`src/rtl/find_multi_points.sv`:
```
`default_nettype none
// ============================================================================
// Module   : find_multi_points
// Purpose  : Tracks up to four foreground blobs per binary frame; reports centres at frame end.
// Revision : 1.0
// ============================================================================
module find_multi_points #(
    parameter int GAP        = 2,
    parameter int MAX_POINTS = 4
) (
    input  logic        CLK,
    input  logic        RST,
    input  logic        VGA_HS,
    input  logic        VGA_VS,
    input  logic        BINARY_FLAG,
    input  logic [15:0] H_CNT,
    input  logic [15:0] V_CNT,
    output logic [15:0] o_POINTS_H_0,
    output logic [15:0] o_POINTS_H_1,
    output logic [15:0] o_POINTS_H_2,
    output logic [15:0] o_POINTS_H_3,
    output logic [15:0] o_POINTS_V_0,
    output logic [15:0] o_POINTS_V_1,
    output logic [15:0] o_POINTS_V_2,
    output logic [15:0] o_POINTS_V_3,
    output logic [15:0] o_POINTS_LIST,
    output logic [15:0] o_POINTS_NUM,
    output logic [15:0] test
);

    localparam logic [16:0]           c_GAP = 17'(GAP);
    localparam logic [MAX_POINTS-1:0] c_ONE = MAX_POINTS'(1);

    logic                  r_vs;
    logic [MAX_POINTS-1:0] r_valid;
    logic [15:0]           r_min_h [MAX_POINTS];
    logic [15:0]           r_max_h [MAX_POINTS];
    logic [15:0]           r_min_v [MAX_POINTS];
    logic [15:0]           r_max_v [MAX_POINTS];
    logic [15:0]           r_drop;
    logic [15:0]           r_pts_h [MAX_POINTS];
    logic [15:0]           r_pts_v [MAX_POINTS];
    logic [MAX_POINTS-1:0] r_list;
    logic [15:0]           r_num;
    logic [15:0]           r_test;

    logic                  w_vs_rise;
    logic                  w_vs_fall;
    logic                  w_pix;
    logic [MAX_POINTS-1:0] w_live;
    logic [MAX_POINTS-1:0] w_match;
    logic [MAX_POINTS-1:0] w_free;
    logic [MAX_POINTS-1:0] w_sel;
    logic                  w_hit;
    logic                  w_drop;
    logic [15:0]           w_cx [MAX_POINTS];
    logic [15:0]           w_cy [MAX_POINTS];
    logic [15:0]           w_num;

    assign w_vs_rise = VGA_VS & ~r_vs;
    assign w_vs_fall = r_vs & ~VGA_VS;
    assign w_pix     = VGA_VS & VGA_HS & BINARY_FLAG;
    // A frame-start cycle sees every slot as already cleared.
    assign w_live    = r_valid & ~{MAX_POINTS{w_vs_rise}};

    for (genvar n = 0; n < MAX_POINTS; n++) begin : g_slot
        logic [16:0] w_lo_h;
        assign w_lo_h     = ({1'b0, r_min_h[n]} >= c_GAP) ? ({1'b0, r_min_h[n]} - c_GAP) : 17'd0;
        assign w_match[n] = w_live[n]
                          & ({1'b0, H_CNT} >= w_lo_h)
                          & ({1'b0, H_CNT} <= ({1'b0, r_max_h[n]} + c_GAP))
                          & ({1'b0, V_CNT} <= ({1'b0, r_max_v[n]} + c_GAP))
                          & (V_CNT >= r_min_v[n]);
        assign w_free[n]  = ~w_live[n];
        assign w_cx[n]    = 16'(({1'b0, r_min_h[n]} + {1'b0, r_max_h[n]}) >> 1);
        assign w_cy[n]    = 16'(({1'b0, r_min_v[n]} + {1'b0, r_max_v[n]}) >> 1);
    end

    // Lowest-index slot wins: isolate the lowest set bit of the candidate mask.
    assign w_hit  = |w_match;
    assign w_sel  = w_hit ? (w_match & (~w_match + c_ONE)) : (w_free & (~w_free + c_ONE));
    assign w_drop = ~w_hit & ~|w_free;

    always_comb begin
        w_num = 16'd0;
        for (int n = 0; n < MAX_POINTS; n++) begin
            w_num = w_num + 16'(r_valid[n]);
        end
    end

    always_ff @(posedge CLK) begin
        if (RST) begin
            r_vs    <= 1'b0;
            r_valid <= '0;
            r_drop  <= 16'd0;
            r_list  <= '0;
            r_num   <= 16'd0;
            r_test  <= 16'd0;
            for (int n = 0; n < MAX_POINTS; n++) begin
                r_min_h[n] <= 16'd0;
                r_max_h[n] <= 16'd0;
                r_min_v[n] <= 16'd0;
                r_max_v[n] <= 16'd0;
                r_pts_h[n] <= 16'd0;
                r_pts_v[n] <= 16'd0;
            end
        end else begin
            r_vs <= VGA_VS;
            if (w_vs_rise) begin
                r_valid <= '0;
                r_drop  <= 16'd0;
            end
            if (w_pix) begin
                for (int n = 0; n < MAX_POINTS; n++) begin
                    if (w_sel[n]) begin
                        if (w_hit) begin
                            if (H_CNT < r_min_h[n]) r_min_h[n] <= H_CNT;
                            if (H_CNT > r_max_h[n]) r_max_h[n] <= H_CNT;
                            if (V_CNT > r_max_v[n]) r_max_v[n] <= V_CNT;
                        end else begin
                            r_min_h[n] <= H_CNT;
                            r_max_h[n] <= H_CNT;
                            r_min_v[n] <= V_CNT;
                            r_max_v[n] <= V_CNT;
                            r_valid[n] <= 1'b1;
                        end
                    end
                end
                if (w_drop && (r_drop != 16'hFFFF)) r_drop <= r_drop + 16'd1;
            end
            if (w_vs_fall) begin
                for (int n = 0; n < MAX_POINTS; n++) begin
                    r_pts_h[n] <= r_valid[n] ? w_cx[n] : 16'd0;
                    r_pts_v[n] <= r_valid[n] ? w_cy[n] : 16'd0;
                end
                r_list <= r_valid;
                r_num  <= w_num;
                r_test <= r_drop;
            end
        end
    end

    assign o_POINTS_H_0  = r_pts_h[0];
    assign o_POINTS_H_1  = r_pts_h[1];
    assign o_POINTS_H_2  = r_pts_h[2];
    assign o_POINTS_H_3  = r_pts_h[3];
    assign o_POINTS_V_0  = r_pts_v[0];
    assign o_POINTS_V_1  = r_pts_v[1];
    assign o_POINTS_V_2  = r_pts_v[2];
    assign o_POINTS_V_3  = r_pts_v[3];
    assign o_POINTS_LIST = {{(16-MAX_POINTS){1'b0}}, r_list};
    assign o_POINTS_NUM  = r_num;
    assign test          = r_test;

endmodule
`default_nettype wire

```
`config.mk`:
```
export PLATFORM = sky130hd
export DESIGN_NAME = find_multi_points
export DESIGN_NICKNAME = d
export VERILOG_FILES = /design/src/rtl/find_multi_points.sv
export SDC_FILE = /design/constraint.sdc
export NUM_CORES = 2
export LEC_CHECK = 0
export BUFFER_PORTS_ARGS = -buffer_cell sky130_fd_sc_hd__buf_2
export CAP_MARGIN = 20
export CORE_ASPECT_RATIO = 0.7
export CORE_MARGIN = 5
export CORE_UTILIZATION = 40
export DETAILED_ROUTE_END_ITERATION = 8
export HOLD_SLACK_MARGIN = 0.1
export REMOVE_ABC_BUFFERS = 1
export SLEW_MARGIN = 30
export SYNTH_ARGS = -nofsm -noshare
export SYNTH_HDL_FRONTEND = slang
export SYNTH_SLANG_ARGS = --single-unit
export TNS_END_PERCENT = 100
```
`constraint.sdc`:
```
create_clock -name CLK -period 10.8 [get_ports CLK]
set_input_delay 1.08 -clock CLK [delete_from_list [all_inputs] [get_ports CLK]]
set_output_delay 1.08 -clock CLK [all_outputs]
set_load 0.02 [all_outputs]
```
== Word-level counts from Yosys, hierarchy flattened ==
Memory sizes are Yosys's and may differ from the RTL's.
Cells that the tools add are included.
W data, S select, Z words.

* Add/sub/neg operators: 26
* $lt $le $gt $ge: 32
* Eq/ne operators: 1
* Multiplexer cells: 156
* Bitwise logic cells: 70
* Reductions and logical operators: 4

{| class="wikitable"
|+ Operators with widths
! operator !! count
|-
| $mux W16 || 47
|-
| $add A16 B16 Y17 || 8
|-
| $add A16 B2 Y17 const B || 8
|-
| $le A16 B17 Y1 || 8
|-
| $gt A16 B16 Y1 || 8
|-
| $mux W1 || 102
|-
| $ge A16 B17 Y1 || 4
|-
| $mux W17 || 4
|-
| $sub A16 B2 Y17 const B || 4
|-
| $ge A16 B16 Y1 || 4
|-
| $ge A16 B2 Y1 const B || 4
|-
| $lt A16 B16 Y1 || 4
|-
| $or A1 B1 Y1 || 36
|-
| $and A1 B1 Y1 || 21
|-
| $add A16 B1 Y16 const B || 1
|-
| $ne A16 B16 Y1 const B || 1
|-
| $and A4 B4 Y4 || 3
|-
| $mux W4 || 3
|-
| $not A4 Y4 || 3
|-
| $add A4 B1 Y4 const B || 2
|-
| $reduce_or A4 Y1 || 2
|-
| $not A1 Y1 || 7
|-
| $add A3 B1 Y4 || 1
|-
| $add A2 B1 Y3 || 1
|-
| 3 further kinds || 3
|}

* Register bits: 57
* Bits in writable memories: 384
* Memories: 6

{| class="wikitable"
|+ Memory list
! name !! depth !! bits a word !! read ports !! clocked after Yosys merged registers in !! wr ports !! line !! source
|-
| r_max_h || 4 || 16 || 4 || 0 || 4 || 37 || <nowiki>logic [15:0] r_max_h [MAX_POINTS];</nowiki>
|-
| r_max_v || 4 || 16 || 4 || 0 || 4 || 39 || <nowiki>logic [15:0] r_max_v [MAX_POINTS];</nowiki>
|-
| r_min_h || 4 || 16 || 4 || 0 || 4 || 36 || <nowiki>logic [15:0] r_min_h [MAX_POINTS];</nowiki>
|-
| r_min_v || 4 || 16 || 4 || 0 || 4 || 38 || <nowiki>logic [15:0] r_min_v [MAX_POINTS];</nowiki>
|-
| r_pts_h || 4 || 16 || 4 || 0 || 4 || 41 || <nowiki>logic [15:0] r_pts_h [MAX_POINTS];</nowiki>
|-
| r_pts_v || 4 || 16 || 4 || 0 || 4 || 42 || <nowiki>logic [15:0] r_pts_v [MAX_POINTS];</nowiki>
|}

== Longest topological paths before layout ==
* Word-level depth: 18
* Depth in mapped cells: 20
* Gate-level depth less buffers: 17

== Worst setup path before layout ==
Ideal clock, no wire load.

* Kind: reg2reg
* From: memory r_min_h[3][8]
* To: memory r_min_h[2][0], enable pin
* Library setup time: 0.411 ns
* Arrival time: 4.764 ns
* Data required time: 10.389 ns
* Slack: 5.625 ns
* Stages on the path, launching flop included: 18
* Period minus slack after synthesis: 5.175 ns
* Path through: edfxtp_1 or4_1 nand2b_1 or4_1 nor2_1 nand2_1 clkbuf_1 nand2_1 ha_1 and4_1 o211ai_1 o211ai_1 a211oi_1 a31oi_1 a21boi_0 o2111ai_1 nand2b_1 o21ai_0

{| class="wikitable"
|+ RTL lines
! item !! line
|-
| start: declaration || 36
|}

==> results.py <==
metrics = {
    "status": {
        "status": "finished clean",
    },
    "synth": {
        "synth-seq-cells": 428,
        "async_reset_ff_share_pct": 0,
        "synth.area.top_cells": "edfxtp_1 (33%), ha_1 (21%), xnor2_1 (4.7%), inv_1 (3.3%), a21oi_1 (2.8%)",
        "yosysSeqAreaShare_pct": 35.9,
        "synthesis.area_sq_um": 34600,
        "synth-edff-count": 384,
        "yosysTopAreaCellShare_pct": 33.3,
        "synth_warnings": 0,
        "synth_area_per_cell_sq_um": 9.65,
        "synth_fa_ha_area_share_pct": 21.2,
        "yosysUniqueCellTypes": 81,
        "synth-xor-area-share_pct": 6.00,
        "synth_mux_area_share_pct": 0.0289,
        "syn_inst": 3585,
        "synth_top_family_by_area": "adder cells",
        "ys.flop_type": "edfxtp_1",
        "synthSimpleGateAreaFrac_pct": 19.0,
        "synth-compound-area-share_pct": 13.4,
        "synth_top_area_cell": "edfxtp_1",
    },
    "routing": {
        "wl_met3_mm": 8.19,
        "top_layer": "met4",
        "drc_errors": 0,
        "vias_per_cell": 5.52,
        "ant_nets": 0,
        "wl_met1_mm": 53.9,
        "vias": 27600,
        "wl_mm": 103,
        "dr.pass1.iters": 5,
        "wire_per_inst_um": 20.6,
        "drtIter0Drc": 2673,
        "wl_met2_mm": 39.1,
    },
    "place": {
        "post-dp-hpwl_mm": 76.3,
        "io_buffer_count": 187,
        "place_congestion": 0.910,
        "pre_cts_ws_ns": 4.53,
    },
    "worst_setup_path": {
        "crit_chain": "inv_1 -> ha_1 -> nor2b_1 -> nand2_1 -> nor3_1 -> nand3_1 -> and2_1 -> ha_1 -> nand2b_1 -> a31oi_1 -> a21oi_1 -> o211ai_1 -> a211oi_1 -> and3_1 -> nor4_1 -> a31oi_1 -> inv_1",
        "slowest_delay_ns": 0.77,
        "cp_num_buf_inv": 2,
        "cp_max_fo": 16,
        "slowest_stage": "nor4_1",
        "crit_arrival_ns": 6.66,
        "path_class": "register to register",
        "cp_top_family": "simple AND/OR/NAND/NOR gates",
        "endpoint_kind": "register",
        "critPathLaunchType": "register",
        "required_ns": 11.05,
    },
    "sta": {
        "final.min_clock_period_ns": 6.40,
        "fin_tns_setup_ns": 0,
        "hold_violations": 0,
        "relSlewSlack_pct": 26.9,
        "timing.final.crit_share_pct": 59.3,
        "fin_worst_skew_ns": 0.0362,
        "finalSetupViolations": 0,
        "fin_ws_ns": 4.40,
        "rsz0062_at_grt": "false",
        "finalMaxSlewViolations": 0,
        "tightest_slew_ns": 1.09,
        "fmax_ghz": 0.156,
    },
    "global_route": {
        "track_usage_pct": 21.5,
        "grt_pass1_vias": 25700,
        "grt_max_degree": 69,
        "antenna_found_initial": 1,
        "grt_overflow": 0,
        "grt_pass1_wl_mm": 156,
    },
    "pwr": {
        "leakage_nw": 16.7,
        "vdd_drop_max_uv": 105,
        "powerDensity_nw_per_um2": 118,
        "power_mw": 4.57,
    },
    "cells_and_area": {
        "nNetsFinal": 4419,
        "multi_input_area_sq_um": 20800,
        "area_delta_synth_final_pct": 11.8,
        "n_fill_cell": 8270,
        "register_area_sq_um": 12400,
        "final_core_util_pct": 45.0,
        "drive_above_1_share_pct": 9.48,
    },
    "floorplan": {
        "core-area_sq_um": 86000,
        "dieHeight_um": 256,
        "dieArea_sq_um": 92600,
        "io_pins": 213,
        "initial_core_util_pct": 40.2,
        "die_w_um": 362,
        "rows": 90,
    },
    "clock_network": {
        "cts_buffers": 47,
        "cts_sinks": 428,
        "postCtsSetupBuffers": 0,
        "cts_resized": 0,
        "clock_latency_ns": 0.62,
        "cts_tree": "yes",
        "cts_buffer_depth": 3,
        "ctsHtreeMaxLevel": 2,
        "clk_pin_slew_worst_paths_ns": 0.07,
        "hold_buffers": 0,
        "cts_root_buf": "clkbuf_16",
    },
    "min_path": {
        "hold_class": "register to register",
    },
    "flow_run": {
        "maxCapViolations": 0,
    },
}
==> layout make-up <==
class	count	area share, %
repair buffers	224	3.14
diodes	3	0.0194
multi-input cells	2797	53.7
well taps	1150	3.72
flip-flops and latches	428	32.1
clock inverters	31	1.11
clock buffers	57	3.30
inverters	304	2.96
==> Yosys cell counts, types with 10 or more instances <==
| cell | number |
|---|---|
| ha_1 | 571 |
| edfxtp_1 | 384 |
| inv_1 | 304 |
| nor2_1 | 260 |
| nand2_1 | 225 |
| a21oi_1 | 196 |
| xnor2_1 | 187 |
| nor2b_1 | 138 |
| and2_1 | 127 |
| o21ai_0 | 121 |
| nand4_1 | 109 |
| nand3_1 | 108 |
| a21o_1 | 106 |
| and3_1 | 88 |
| nor3_1 | 73 |
| xor2_1 | 50 |
| a211oi_1 | 44 |
| dfxtp_1 | 44 |
| nand2b_1 | 40 |
| clkbuf_1 | 35 |
| buf_4 | 27 |
| o211ai_1 | 27 |
| nor4_1 | 26 |
| a211o_1 | 21 |
| a22o_1 | 21 |
| a41oi_1 | 19 |
| or3_1 | 19 |
| o21a_1 | 18 |
| a31o_2 | 17 |
| a31oi_1 | 17 |
| and4_1 | 11 |
| or2_2 | 11 |
| o21bai_1 | 10 |
==> report_power, final <==
group | leakage (nW) | switching [mW] | internal (mW)
sequential | 4.34 | 0.0682 | 1.87
combinational | 11.6 | 0.513 | 0.317
clock | 0.816 | 0.736 | 1.07
==> registers in the layout, indices dropped and copies added (netlist names), 16 cells and up <==
register and cells:
r_drop 16, r_max_h 64, r_max_v 64, r_min_h 64, r_min_v 64, r_pts_h 64, r_pts_v 64, test 16
==> logic make-up (layout without fill, tap and decap cells) <==
kind of cell | after synthesis | after routing
buffers and inverters | 384 | 616
xor gates and xnor gates | 237 | 237
DFF | 428 | 428
muxes | 1 | 1
AOI/OAI and AO/OA | 695 | 695
adders and majority gates | 580 | 580
other | 1 | 28
and+or+nand+nor | 1259 | 1259
==> cell usage in the layout (no fill, tap or decap), types with 9 or more instances in the layout <==
master | synthesis | routed
o21ai_0 | 121 | 117
nand2b_1 | 40 | 40
a31oi_1 | 17 | 17
ha_1 | 571 | 571
a21o_1 | 106 | 106
buf_4 | 27 | 37
o2111ai_1 | 9 | 9
and2_1 | 127 | 127
nor2_1 | 260 | 259
nor4_1 | 26 | 26
nor2b_1 | 138 | 137
dfxtp_1 | 44 | 44
bufinv_16 | 0 | 9
conb_1 | 1 | 25
and4_1 | 11 | 11
o21a_1 | 18 | 18
nand2_1 | 225 | 225
a22o_1 | 21 | 21
edfxtp_1 | 384 | 384
a41oi_1 | 19 | 19
nand3_1 | 108 | 108
a211oi_1 | 44 | 44
nand4_1 | 109 | 109
inv_1 | 304 | 303
xor2_1 | 50 | 50
or3_1 | 19 | 19
fa_1 | 9 | 9
o211ai_1 | 27 | 27
clkbuf_16 | 0 | 50
or2_2 | 11 | 11
a211o_1 | 21 | 21
and3_1 | 88 | 88
xnor2_1 | 187 | 187
o21bai_1 | 10 | 10
nor3_1 | 73 | 72
a21oi_1 | 196 | 195
a31o_2 | 17 | 17
buf_2 | 9 | 187
==> per-layer routing <==
layer,up-vias,GRT usage [%]
met2,855,28.7
met3,109,4.53
li1,13500,-
met4,0,4.48
met1,13100,34.7
met5,-,0
==> worst min-delay path, cell delays in order, from the launching register on <==
cell	delay [ns]
dfxtp_1	0.31
nand2_1	0.05
nand2_1	0.04
==> through the flow <==
step                area [sq um]  hold WS [ns]  std cells
CTS                        38700         0.441       4991
detailed placement         37000         0.431       4903
finish                     38700         0.441       4994
global placement           36900         0.436       4903
global route               38700         0.452       4991
floorplan                  34300         0.442       3529
==> worst paths after layout <==
| check | depth (start not counted) | start | slack [ns] | to |
|---|---|---|---|---|
| min reg2reg | 2 | r_list[0] | 0.44 | r_list[0] |
| max | 17 | r_min_h[1][1] | 4.40 | r_min_v[1][14] |
| min | 2 | r_list[0] | 0.44 | r_list[0] |
| max reg2reg | 17 | r_min_h[1][1] | 4.40 | r_min_v[1][14] |
(Power assumes the default switching activity.)
